**src/rtl/mem_port_arb.sv**
```systemverilog
// Two-master arbiter for one memory port with round-robin ties and bounded locked bursts.
// Define MEM_ARB_FIXED_PRIO_EN to make master 0 win every tie.
module mem_port_arb #(
    parameter int MAX_LOCK = 8
) (
    input  logic             clk,
    input  logic             rstn,
    input  logic [1:0]       req_i,
    input  logic [1:0]       lock_i,
    input  logic [1:0]       we_i,
    input  logic [1:0][3:0]  be_i,
    input  logic [1:0][13:0] addr_i,
    input  logic [1:0][31:0] wdata_i,
    output logic [1:0]       gnt_o,
    output logic [1:0]       rvalid_o,
    output logic [1:0][31:0] rdata_o,
    output logic [3:0]       mem_en_o,
    output logic             mem_we_o,
    output logic [13:0]      mem_addr_o,
    output logic [31:0]      mem_din_o,
    input  logic [31:0]      mem_dout_i
);

    typedef enum logic {
        S_UNLOCKED,
        S_LOCKED
    } state_t;

    localparam logic [8:0] CNT_MAX = 9'(MAX_LOCK);

    state_t     state;
    logic       last_owner;
    logic [7:0] lock_cnt;
    logic       resp_pending;
    logic       resp_owner;
    logic       resp_we;

    logic       hold;
    logic       tie;
    logic       win_v;
    logic       win;
    logic [8:0] cnt_nxt;

    // The lock owner is always the master granted last.
    assign hold    = (state == S_LOCKED) && req_i[last_owner];
    assign cnt_nxt = {1'b0, lock_cnt} + 9'd1;

`ifdef MEM_ARB_FIXED_PRIO_EN
    assign tie = 1'b0;
`else
    assign tie = ~last_owner;
`endif

    always_comb begin
        win_v = 1'b0;
        win   = 1'b0;
        priority case (1'b1)
            !rstn: ;
            hold: begin
                win_v = 1'b1;
                win   = last_owner;
            end
            &req_i: begin
                win_v = 1'b1;
                win   = tie;
            end
            req_i[0]: begin
                win_v = 1'b1;
                win   = 1'b0;
            end
            req_i[1]: begin
                win_v = 1'b1;
                win   = 1'b1;
            end
            default: ;
        endcase
    end

    always_comb begin
        gnt_o      = 2'b00;
        mem_en_o   = 4'h0;
        mem_we_o   = 1'b0;
        mem_addr_o = 14'h0;
        mem_din_o  = 32'h0;
        if (win_v) begin
            gnt_o[win] = 1'b1;
            mem_en_o   = be_i[win];
            mem_we_o   = we_i[win];
            mem_addr_o = addr_i[win];
            mem_din_o  = wdata_i[win];
        end
    end

    assign rvalid_o = {resp_pending & resp_owner, resp_pending & ~resp_owner};

    always_comb begin
        rdata_o = '0;
        if (resp_pending && !resp_we) begin
            rdata_o[resp_owner] = mem_dout_i;
        end
    end

    always_ff @(posedge clk or negedge rstn) begin
        if (!rstn) begin
            state        <= S_UNLOCKED;
            last_owner   <= 1'b1;
            lock_cnt     <= 8'd0;
            resp_pending <= 1'b0;
            resp_owner   <= 1'b0;
            resp_we      <= 1'b0;
        end else begin
            resp_pending <= win_v;
            resp_owner   <= win;
            resp_we      <= win_v & we_i[win];
            if (!win_v) begin
                state <= S_UNLOCKED;
            end else begin
                last_owner <= win;
                if (hold) begin
                    lock_cnt <= cnt_nxt[7:0];
                    if (!lock_i[win] || cnt_nxt >= CNT_MAX) begin
                        state <= S_UNLOCKED;
                    end
                end else if (lock_i[win] && MAX_LOCK > 1) begin
                    state    <= S_LOCKED;
                    lock_cnt <= 8'd1;
                end else begin
                    state <= S_UNLOCKED;
                end
            end
        end
    end

endmodule

```
**config.mk**
```make
export PLATFORM = sky130hd
export DESIGN_NAME = mem_port_arb
export DESIGN_NICKNAME = d
export VERILOG_FILES = /design/src/rtl/mem_port_arb.sv
export SDC_FILE = /design/constraint.sdc
export NUM_CORES = 1
export LEC_CHECK = 0
export CAP_MARGIN = 10
export CORE_AREA = 2 2 102 104
export CTS_BUF_LIST = sky130_fd_sc_hd__clkbuf_16
export CTS_CLUSTER_DIAMETER = 120
export DETAILED_ROUTE_END_ITERATION = 6
export DIE_AREA = 0 0 104 106
export PLACE_DENSITY = 0.67
export SLEW_MARGIN = 20
export SYNTH_ARGS = -nofsm -noshare
export SYNTH_HDL_FRONTEND = slang
export SYNTH_SLANG_ARGS = --single-unit
```
**constraint.sdc**
```tcl
create_clock -name clk -period 2.35 [get_ports clk]
set_input_delay 0.3525 -clock clk [delete_from_list [all_inputs] [get_ports clk]]
set_output_delay 0.3525 -clock clk [all_outputs]
set_load 0.05 [all_outputs]
```
==> run summary <==
run status -> completed
num rows -> 37
Critical Path RT -> 2.00 ns
CTS tree -> yes
vias per cell -> 4.72
measured slew at the worst slew-check pin -> 0.786 ns
Antenna Nets Post-Route -> 0
gpl congestion -> 0.863
I/O pin cnt -> 259
synthesized flop and latch total -> 13
Crit. End Element -> primary output
nets@finish -> 629
H-tree Lvls -> 1
# DRC -> 0
area of the core -> 10000 um2
GRT overflow -> 0
Fin. Hold Viols -> 0
Worst Path Arrival -> 1.95 ns
fraction of layout cells with a size suffix above 1 -> 28.7%
initial antenna violation count -> 1
first-pass iteration count of the detailed router -> 4
Power Dens Cells -> 384 nW/um2
Worst VDD drop -> 0.224 mV
area post-placement -> 5630 um2
Sequential Area -> 327 um2
non-filler instance count after layout -> 624
Leakage -> 2.38 nW
Initial Utilization -> 17.2%
Worst Path Max Fanout -> 53
TritonCTS Buffers -> 3
Tmin final -> 2.30 ns
Fin Setup TNS -> 0 ns
footprint of the multi-input gates -> 1330 um2
# fillers -> 845
Syn Inst Count -> 245
vias in the first global route -> 3115
WL final -> 11.4 mm
Initial DRC Count -> 179
Worst Hold Class -> flop to flop
Tot Pwr -> 2.21 mW
Critical Path Source Type -> flop
Die ar. -> 11000 um2
clock root buffer -> clkbuf_16
highest clock rate -> 435 MHz
Clock Power Share -> 14.5%
Mapped Nets -> 386
Seq pwr share -> 13.4%
count of cell types in the netlist -> 34
Die H -> 106 um
Clock Skews -> 0.00180 ns
sw frac -> 41.9%
worst skew pair latency -> 0.25 ns
vias -> 2945
clk buf depth -> 2
Yosys top cell area share -> 26.5%
commonest non-fill, non-tap cell in the layout -> clkdlybuf4s50_1
Final Cycle Share -> 97.9%
largest net degree at the start of global routing -> 54
number of port buffers -> 258
max_cap viols -> 0
critical path type -> flop to primary output
Syn Std Cell Area -> 1720 um2
Net Switching -> 927 uW
most frequent cells in the layout -> 139 x clkdlybuf4s50_1, 121 x buf_12, 66 x nor2_1
combinational fraction of design power -> 72.1%
dominant cells by area after synthesis -> a22o_1 27%, dfrtp_1 17%, nor2_1 14%
relative slew slack -> 47.6%
post-layout util -> 57.6%
Final Hold Slack -> 0.525 ns
first-pass GRT wire length -> 17.3 mm
wire per inst -> 18.2 um
Avg Cell Area, Syn -> 7.01 um2
Non-Filler Cell Area, Final -> 5760 um2
setup ws final -> 0.0487 ns
Max Slew Vio Count -> 0
hpwl dp -> 9.41 mm
Synth warnings -> 0
Post-synth EDFFs -> 0
Tot GR Track Use -> 19.6%
most used flip-flop cell after synthesis -> dfrtp_1
sequential element share of the synthesized area -> 19.0%
P_int -> 1.29 mW
P&R area growth vs syn -> 235%
Die X -> 104 um
Setup violations, final -> 0
clock-pin slew on the worst setup and hold paths -> 0.04 ns
pre-CTS WS -> 0.0545 ns
clock sinks -> 13
area leader, netlist -> a22o_1
DP Cell Count -> 619
hold_buf cts -> 0
post-synthesis async set-or-reset flop share -> 100%
## cell type report
| type | count | area share, % |
|---|---|---|
| multi-input cells | 203 | 23.0 |
| inverters | 3 | 0.196 |
| diodes | 1 | 0.0435 |
| well taps | 136 | 2.96 |
| clock inverters | 1 | 0.0652 |
| flip-flops and latches | 13 | 5.67 |
| repair buffers | 264 | 66.8 |
| clock buffers | 3 | 1.30 |
## worst max-delay path, stage by stage, from the launching register on
cell and delay, ns:
dfstp_2 0.58, xnor2_2 0.17, o211a_2 0.27, buf_12 0.26
a22o_1 0.24, buf_12 0.15
## worst paths after layout
check | start | end | slack, ns | cells after the start
max reg2reg | last_owner$_DFFE_PN1P_ | lock_cnt[3]$_DFFE_PN0P_ | 0.39 | 4
max | last_owner$_DFFE_PN1P_ | mem_din_o[9] | 0.05 | 5
min in group asynchronous | rstn | state$_DFFE_PN0P_ | 0.59 | 2
min reg2reg | lock_cnt[3]$_DFFE_PN0P_ | lock_cnt[3]$_DFFE_PN0P_ | 0.53 | 1
max in group asynchronous | rstn | last_owner$_DFFE_PN1P_ | 1.52 | 2
min | lock_cnt[3]$_DFFE_PN0P_ | lock_cnt[3]$_DFFE_PN0P_ | 0.53 | 1
## what timing repair did
| item | in CTS | in global routing |
|---|---|---|
| setup endpoints to repair | 5 | 50 |
| endpoints found under the hold margin | 0 | 0 |
| resized for setup | 5 | 1 |
| buffers inserted | 0 | 0 |
| pin swaps | 0 | 0 |
| cloned | 0 | 0 |
## cell usage after synthesis, types with 2 or more instances
master and instances:
and3_1 4, nand2_1 7, nor2_1 66, a31oi_1 4, a21oi_1 3, nor3_1 5, mux2i_1 2, inv_1 3
a22o_1 52, dfrtp_1 12, clkbuf_1 13, nand2b_1 35, o211a_1 2, a211o_1 2, nand3_1 4, a41oi_1 2
buf_1 4, buf_2 9
## flip-flops by register name, summed over array words and instances, names as in the netlist
name,cells
lock_cnt,8
last_owner,1
resp_owner,1
resp_pending,1
resp_we,1
state,1
## per-layer routing
metal  global-route usage, %  vias to the layer above  routed length (um)
met4                    7.34                        0                 368
met1                    21.0                     1381                3960
met3                    5.52                       19                 996
met2                    36.5                      179                6030
li1                        -                     1366                   -
met5                       0                        -                   0
## power by group through the flow
| stage | sequential [mW] | clock [mW] | combinational [mW] |
|---|---|---|---|
| 6_report | 0.297 | 0.322 | 1.59 |
| 5_1_grt | 0.302 | 0.335 | 1.66 |
| 4_1_cts | 0.295 | 0.324 | 1.60 |
| 3_5_place_dp | 0.297 | 0 | 1.59 |
| 3_3_place_gp | 0.294 | 0 | 1.58 |
| 2_1_floorplan | 0.279 | 0 | 0.707 |
## logic make-up after synthesis
kind of cell / count (synthesis) / share of synthesized area [%]
buffers and inverters: 29 / 7.00
AO/OA/AOI/OAI: 74 / 36.9
flip-flops: 13 / 19.0
adder cells (fa/ha/maj): 1 / 0.729
AND/OR/NAND/NOR: 124 / 34.0
multiplexers: 3 / 1.82
XOR/XNOR: 1 / 0.510
Note: power is estimated with default switching activity, not from simulation.
